==> config.mk <==
export PLATFORM = sky130hd
export DESIGN_NAME = mem_bist_driver
export DESIGN_NICKNAME = d
export VERILOG_FILES = /design/src/rtl/mem_bist_pkg.sv /design/src/rtl/mem_bist_checker.sv /design/src/rtl/mem_bist_driver.sv
export SDC_FILE = /design/constraint.sdc
export NUM_CORES = 1
export LEC_CHECK = 0
export ABC_AREA = 1
export BUFFER_PORTS_ARGS = -buffer_cell sky130_fd_sc_hd__buf_2
export CORE_MARGIN = 4
export CORE_UTILIZATION = 55
export DETAILED_ROUTE_END_ITERATION = 12
export PLACE_DENSITY = 0.86
export SLEW_MARGIN = 25
export SYNTH_ARGS = -nofsm -noshare
export SYNTH_HDL_FRONTEND = slang
export SYNTH_SLANG_ARGS = --single-unit
==> constraint.sdc <==
create_clock -name clk -period 2.65 [get_ports clk]
set_input_delay 0.53 -clock clk [delete_from_list [all_inputs] [get_ports clk]]
set_output_delay 0.53 -clock clk [all_outputs]
set_load 0.01 [all_outputs]
==> src/rtl/mem_bist_pkg.sv <==
// Shared types for the scratch-memory March BIST: FSM states and the
// per-element descriptor that drives write data, expected data and checking.
package mem_bist_pkg;

    typedef enum logic [2:0] {
        ST_IDLE  = 3'd0,
        ST_M0    = 3'd1,
        ST_M1    = 3'd2,
        ST_M2    = 3'd3,
        ST_M3    = 3'd4,
        ST_DRAIN = 3'd5,
        ST_DONE  = 3'd6
    } bist_state_e;

    typedef struct packed {
        logic active;      // element drives a write this cycle
        logic descending;  // address order
        logic wdata_inv;   // write ~P instead of P
        logic exp_inv;     // expect ~P instead of P
        logic chk_en;      // read data is compared
    } elem_desc_t;

    localparam elem_desc_t ELEM_NONE = '{active: 1'b0, descending: 1'b0, wdata_inv: 1'b0, exp_inv: 1'b0, chk_en: 1'b0};
    localparam elem_desc_t ELEM_M0   = '{active: 1'b1, descending: 1'b0, wdata_inv: 1'b0, exp_inv: 1'b0, chk_en: 1'b0};
    localparam elem_desc_t ELEM_M1   = '{active: 1'b1, descending: 1'b0, wdata_inv: 1'b1, exp_inv: 1'b0, chk_en: 1'b1};
    localparam elem_desc_t ELEM_M2   = '{active: 1'b1, descending: 1'b1, wdata_inv: 1'b0, exp_inv: 1'b1, chk_en: 1'b1};
    localparam elem_desc_t ELEM_M3   = '{active: 1'b1, descending: 1'b0, wdata_inv: 1'b0, exp_inv: 1'b0, chk_en: 1'b1};

    function automatic elem_desc_t elem_desc(input bist_state_e st);
        case (st)
            ST_M0:   return ELEM_M0;
            ST_M1:   return ELEM_M1;
            ST_M2:   return ELEM_M2;
            ST_M3:   return ELEM_M3;
            default: return ELEM_NONE;
        endcase
    endfunction

endpackage

==> src/rtl/mem_bist_checker.sv <==
// Read-check pipeline for the BIST: registers the expectation of each issued
// read, compares it with the returning data and keeps the first failure.
module mem_bist_checker
    import mem_bist_pkg::*;
#(
    parameter int ADDR_W = 5,
    parameter int DATA_W = 8
) (
    input  logic              clk,
    input  logic              rst_n,
    input  logic              clear,
    input  logic              issue_en,
    input  logic [DATA_W-1:0] issue_exp,
    input  logic [ADDR_W-1:0] issue_addr,
    input  logic [DATA_W-1:0] mem_rdata,
    output logic              pass,
    output logic [ADDR_W-1:0] fail_addr,
    output logic [DATA_W-1:0] fail_data
);

    logic              chk_en_r;
    logic [DATA_W-1:0] chk_exp_r;
    logic [ADDR_W-1:0] chk_addr_r;
    logic              failed_r;
    logic              pass_r;
    logic [ADDR_W-1:0] fail_addr_r;
    logic [DATA_W-1:0] fail_data_r;
    logic              mismatch_s;

    // Compare the read that was issued last cycle.
    always_comb begin
        mismatch_s = 1'b0;
        if (chk_en_r && (mem_rdata != chk_exp_r)) begin
            mismatch_s = 1'b1;
        end else begin
            mismatch_s = 1'b0;
        end
    end

    // Check pipeline and sticky first-fail capture.
    always_ff @(posedge clk) begin
        if (!rst_n) begin
            chk_en_r    <= 1'b0;
            chk_exp_r   <= {DATA_W{1'b0}};
            chk_addr_r  <= {ADDR_W{1'b0}};
            failed_r    <= 1'b0;
            pass_r      <= 1'b0;
            fail_addr_r <= {ADDR_W{1'b0}};
            fail_data_r <= {DATA_W{1'b0}};
        end else if (clear) begin
            chk_en_r    <= 1'b0;
            chk_exp_r   <= {DATA_W{1'b0}};
            chk_addr_r  <= {ADDR_W{1'b0}};
            failed_r    <= 1'b0;
            pass_r      <= 1'b1;
            fail_addr_r <= {ADDR_W{1'b0}};
            fail_data_r <= {DATA_W{1'b0}};
        end else begin
            chk_en_r   <= issue_en;
            chk_exp_r  <= issue_exp;
            chk_addr_r <= issue_addr;
            if (mismatch_s) begin
                pass_r <= 1'b0;
                if (!failed_r) begin
                    failed_r    <= 1'b1;
                    fail_addr_r <= chk_addr_r;
                    fail_data_r <= mem_rdata;
                end
            end
        end
    end

    assign pass      = pass_r;
    assign fail_addr = fail_addr_r;
    assign fail_data = fail_data_r;

endmodule

==> src/rtl/mem_bist_driver.sv <==
// March BIST initiator for the scratch memory: sequences four elements over
// all addresses, one access per cycle, and reports pass/first-fail.
module mem_bist_driver
    import mem_bist_pkg::*;
#(
    parameter int                ADDR_W  = 5,
    parameter int                DATA_W  = 8,
    parameter logic [DATA_W-1:0] PATTERN = 8'h55
) (
    input  logic              clk,
    input  logic              rst_n,
    input  logic              start,
    output logic [ADDR_W-1:0] mem_addr,
    output logic              mem_wr,
    output logic [DATA_W-1:0] mem_wdata,
    input  logic [DATA_W-1:0] mem_rdata,
    output logic              busy,
    output logic              done,
    output logic              pass,
    output logic [ADDR_W-1:0] fail_addr,
    output logic [DATA_W-1:0] fail_data
);

    localparam logic [ADDR_W-1:0] CNT_ZERO = {ADDR_W{1'b0}};
    localparam logic [ADDR_W-1:0] CNT_MAX  = {ADDR_W{1'b1}};
    localparam logic [ADDR_W-1:0] CNT_ONE  = {{(ADDR_W-1){1'b0}}, 1'b1};

    bist_state_e       state_r;
    bist_state_e       state_s;
    logic [ADDR_W-1:0] cnt_r;
    logic [ADDR_W-1:0] cnt_s;
    elem_desc_t        desc_r;
    elem_desc_t        desc_s;
    logic [DATA_W-1:0] wdata_r;
    logic              issue_en_r;
    logic [DATA_W-1:0] issue_exp_r;
    logic              busy_r;
    logic              done_r;
    logic              last_s;
    logic              clear_s;

    // Next state and counter; element change is decoded from the terminal count.
    always_comb begin
        state_s = state_r;
        cnt_s   = cnt_r;
        clear_s = 1'b0;
        if (desc_r.descending) begin
            last_s = (cnt_r == CNT_ZERO);
        end else begin
            last_s = (cnt_r == CNT_MAX);
        end
        case (state_r)
            ST_IDLE, ST_DONE: begin
                if (start) begin
                    state_s = ST_M0;
                    cnt_s   = CNT_ZERO;
                    clear_s = 1'b1;
                end else begin
                    state_s = state_r;
                end
            end
            ST_M0: begin
                if (last_s) begin
                    state_s = ST_M1;
                    cnt_s   = CNT_ZERO;
                end else begin
                    cnt_s = cnt_r + CNT_ONE;
                end
            end
            ST_M1: begin
                if (last_s) begin
                    state_s = ST_M2;
                    cnt_s   = CNT_MAX;
                end else begin
                    cnt_s = cnt_r + CNT_ONE;
                end
            end
            ST_M2: begin
                if (last_s) begin
                    state_s = ST_M3;
                    cnt_s   = CNT_ZERO;
                end else begin
                    cnt_s = cnt_r - CNT_ONE;
                end
            end
            ST_M3: begin
                if (last_s) begin
                    state_s = ST_DRAIN;
                    cnt_s   = CNT_ZERO;
                end else begin
                    cnt_s = cnt_r + CNT_ONE;
                end
            end
            ST_DRAIN: begin
                state_s = ST_DONE;
                cnt_s   = CNT_ZERO;
            end
            default: begin
                state_s = ST_IDLE;
                cnt_s   = CNT_ZERO;
            end
        endcase
        desc_s = elem_desc(state_s);
    end

    // State, counter and every memory/status output are registered from next state.
    always_ff @(posedge clk) begin
        if (!rst_n) begin
            state_r     <= ST_IDLE;
            cnt_r       <= CNT_ZERO;
            desc_r      <= ELEM_NONE;
            wdata_r     <= {DATA_W{1'b0}};
            issue_en_r  <= 1'b0;
            issue_exp_r <= {DATA_W{1'b0}};
            busy_r      <= 1'b0;
            done_r      <= 1'b0;
        end else begin
            state_r    <= state_s;
            cnt_r      <= cnt_s;
            desc_r     <= desc_s;
            issue_en_r <= desc_s.chk_en;
            busy_r     <= (state_s != ST_IDLE) && (state_s != ST_DONE);
            done_r     <= (state_s == ST_DONE);
            if (desc_s.active) begin
                wdata_r <= desc_s.wdata_inv ? ~PATTERN : PATTERN;
            end else begin
                wdata_r <= {DATA_W{1'b0}};
            end
            if (desc_s.chk_en) begin
                issue_exp_r <= desc_s.exp_inv ? ~PATTERN : PATTERN;
            end else begin
                issue_exp_r <= {DATA_W{1'b0}};
            end
        end
    end

    mem_bist_checker #(
        .ADDR_W (ADDR_W),
        .DATA_W (DATA_W)
    ) u_checker (
        .clk        (clk),
        .rst_n      (rst_n),
        .clear      (clear_s),
        .issue_en   (issue_en_r),
        .issue_exp  (issue_exp_r),
        .issue_addr (cnt_r),
        .mem_rdata  (mem_rdata),
        .pass       (pass),
        .fail_addr  (fail_addr),
        .fail_data  (fail_data)
    );

    assign mem_addr  = cnt_r;
    assign mem_wr    = desc_r.active;
    assign mem_wdata = wdata_r;
    assign busy      = busy_r;
    assign done      = done_r;

endmodule

==> flow_metrics.env <==
export IMPL_antenna_found_initial=0
export IMPL_path_delay_family="simple AND/OR/NAND/NOR gates"
export IMPL_core_um2=3130
export IMPL_start_util=0.592
export IMPL_rows=20
export IMPL_final_util=0.675
export IMPL_syn2layout_area_growth_pct=14.1
export IMPL_timing_rr_start="mem_addr[0]"
export IMPL_post_cts_setup_buffers=0
export IMPL_placed_area_um2=2040
export IMPL_swShare=0.228
export IMPL_setup_viol_count_final=0
export IMPL_cts_root_buffer="clkbuf_4"
export IMPL_drv_cap=0
export IMPL_ant_nets=0
export IMPL_wl_mm=3.45
export IMPL_synth_seq_area_share=0.433
export IMPL_finalMaxSlewViolations=0
export IMPL_grt_max_degree=21
export IMPL_viasPerCell=4.83
export IMPL_r2r_setup_slack_ns=0.69
export IMPL_clk_pin_slew_ns=0.12
export IMPL_path_buf_inv=0
export IMPL_worstHoldEndpoint="u_checker.chk_exp_r[5]"
export IMPL_power_density_nw_per_um2=514
export IMPL_cts_hold_buf=0
export IMPL_fillers=270
export IMPL_multi_input_area_um2=803
export IMPL_ys_flop_type="dfxtp_1"
export IMPL_status="finished clean"
export IMPL_synthDominantCellAreaShare=0.433
export IMPL_cp_max_fo=8
export IMPL_tns_ns=0
export IMPL_p_seq_frac=0.566
export IMPL_critPathMaxStageDelay_ns=0.43
export IMPL_die_area_um2=4360
export IMPL_ys_ff_latch=40
export IMPL_synth_distinct_cells=28
export IMPL_hold_path_class="reg -> reg"
export IMPL_hpwl_mm=2.64
export IMPL_die_height_um=66.0
export IMPL_async_flop_share=0
export IMPL_clock_sinks=40
export IMPL_required_ns=2.92
export IMPL_drtIter0Drc=119
export IMPL_grt_pass1_wl_mm=5.85
export IMPL_critPathCaptureType="register"
export IMPL_drive_gt1_frac=0.263
export IMPL_insertedDiodeCount=0
export IMPL_syn_area_um2=1850
export IMPL_cpMostUsedCell="nand2_1"
export IMPL_yosysWarnings=0
export IMPL_r2r_end="mem_wdata[6]"
export IMPL_fmax_ghz=0.509
export IMPL_overflow=0
export IMPL_start_kind="register"
export IMPL_via_count=1554
export IMPL_clk_latency_ns=0.34
export IMPL_layout_min_cycle_time_ns=1.96
export IMPL_cts_tree="yes"
export IMPL_route_detailed_drc=0
export IMPL_hold_depth=2
export IMPL_path_cells="ha_1 > nand2_1 > nor2_1 > ha_1 > nand2_1 > nand3_4 > nand2_2 > nor2_2 > nand2_1 > nand2_1 > nand3_1 > a21oi_1"
export IMPL_dr_pass1_iters=4
export IMPL_place_congestion=0.895
export IMPL_path_class="reg -> reg"
export IMPL_timing_final_crit_share=0.741
export IMPL_synth_top_area_cell="dfxtp_1"
export IMPL_syn_nets=255
export IMPL_synth_common_cells="dfxtp_1, inv_1, nand2_1, nor2_1, a21oi_1"
export IMPL_synth_edf_count=0
export IMPL_cts_resized_gates=0
export IMPL_relSlewSlack=0.754
export IMPL_grt_usage=0.176
export IMPL_hp_start="issue_exp_r[5]"
export IMPL_cp_num_cells=12
export IMPL_p_sw_mw=0.247
export IMPL_final_cell_area_um2=2110
export IMPL_skew_ns=0.00941
export IMPL_cts_buffers=5
export IMPL_fin_nets=292
export IMPL_yosys_top_cells_area="dfxtp_1, inv_1, nand2_1"
export IMPL_syn_inst=240
export IMPL_io_pins=41
export IMPL_die_width_um=66.0
export IMPL_r2r_cells=12
export IMPL_rsz0062_at_grt="no"
export IMPL_htreeDepth=2
export IMPL_p_int_mw=0.838
export IMPL_timing_critical_path_slowest_stage_cell="dfxtp_1"
export IMPL_wire_per_inst_um=10.7
export IMPL_hold_violations=0
export IMPL_seqCellArea_um2=801
export IMPL_ir_worst_vdd_mv=0.299
export IMPL_worst_slew_pin_slew_ns=0.368
export IMPL_yosysMostFrequentCell="dfxtp_1"
export IMPL_syn_area_per_cell_um2=7.71
export IMPL_p_comb_frac=0.078
export IMPL_p_clk_frac=0.356
export IMPL_cp_arrival_ns=2.23
export IMPL_io_buffers=40
export IMPL_cts_buffer_depth=2
export IMPL_power_leakage_nw=1.06
export IMPL_first_global_vias=1390
-- per-layer routing --
metal  up-vias  wire, um  global-route usage
li1        823         -                   -
met2        45      1670               0.298
met1       681      1500               0.203
met4         0        58              0.0761
met5         -         0                   0
met3         5       221              0.0544
-- power by group through the flow --
| stage | clock, mW | combinational (mW) | sequential [mW] |
|---|---|---|---|
| after floorplan | 0 | 0.0588 | 0.631 |
| after global placement | 0 | 0.0841 | 0.627 |
| after detailed placement | 0 | 0.0850 | 0.628 |
| after CTS | 0.401 | 0.0856 | 0.614 |
| after global routing | 0.430 | 0.0958 | 0.616 |
| final | 0.386 | 0.0851 | 0.614 |
-- worst register-to-register path, stage by stage, from the launching register on --
cell,delay (ns)
dfxtp_1,0.43
ha_1,0.21
nand2_1,0.06
nor2_1,0.11
ha_1,0.15
nand2_1,0.16
nand3_4,0.18
nand2_2,0.07
nor2_2,0.15
nand2_1,0.06
nand2_1,0.07
nand3_1,0.11
a21oi_1,0.12
-- worst max path at each step --
stage | startpoint | to | slack (ns)
4_1_cts | mem_addr[0] | issue_exp_r[6] | 0.67
6_report | mem_addr[0] | mem_wdata[6] | 0.69
3_5_place_dp | mem_addr[0] | issue_exp_r[6] | 0.71
3_3_place_gp | mem_addr[0] | mem_wdata[5] | 0.82
2_1_floorplan | mem_addr[0] | issue_exp_r[6] | 0.86
5_1_grt | mem_addr[1] | issue_exp_r[6] | 0.47
-- cell usage in the layout (no fill, tap or decap), drive strengths merged, types with 5 or more instances in the layout --
| cell | n |
|---|---|
| dfxtp | 40 |
| nor2 | 27 |
| clkbuf | 6 |
| buf | 41 |
| nand3 | 14 |
| nand2 | 46 |
| a21oi | 19 |
| xor2 | 5 |
| inv | 44 |
| o21ai | 20 |
-- kinds of logic after synthesis --
| family | count (synthesis) | synth area share |
|---|---|---|
| flip-flops | 40 | 0.433 |
| AND/OR/NAND/NOR | 92 | 0.258 |
| XOR/XNOR | 5 | 0.0237 |
| buffers and inverters | 56 | 0.133 |
| adder cells (fa/ha/maj) | 4 | 0.0270 |
| AO/OA/AOI/OAI | 43 | 0.126 |
-- per-stage QoR --
stage	instances	worst slack (ns)	total power, mW	hold slack, ns
3_5_place_dp	314	0.705	0.713	0.408
5_1_grt	322	0.465	1.14	0.425
2_1_floorplan	240	0.856	0.689	0.394
3_3_place_gp	314	0.817	0.712	0.397
6_report	322	0.687	1.09	0.415
4_1_cts	322	0.673	1.10	0.420
-- flip-flops by register name (all words and copies together) (netlist names) --
signal	cells
done	1
busy	1
u_checker.chk_en_r	1
desc_r	1
u_checker.fail_addr	5
u_checker.chk_exp_r	2
u_checker.failed_r	1
issue_en_r	1
u_checker.chk_addr_r	5
issue_exp_r	2
mem_addr	5
mem_wdata	2
state_r	3
u_checker.pass	1
mem_wr	1
u_checker.fail_data	8
-- cell type report --
type	count	area share
multi-input cells	144	0.380
flip-flops and latches	40	0.379
repair buffers	41	0.0983
inverters	45	0.0800
well taps	44	0.0261
clock buffers	6	0.0195
clock inverters	2	0.0166
No activity file was read; power rests on OpenSTA's default activity.
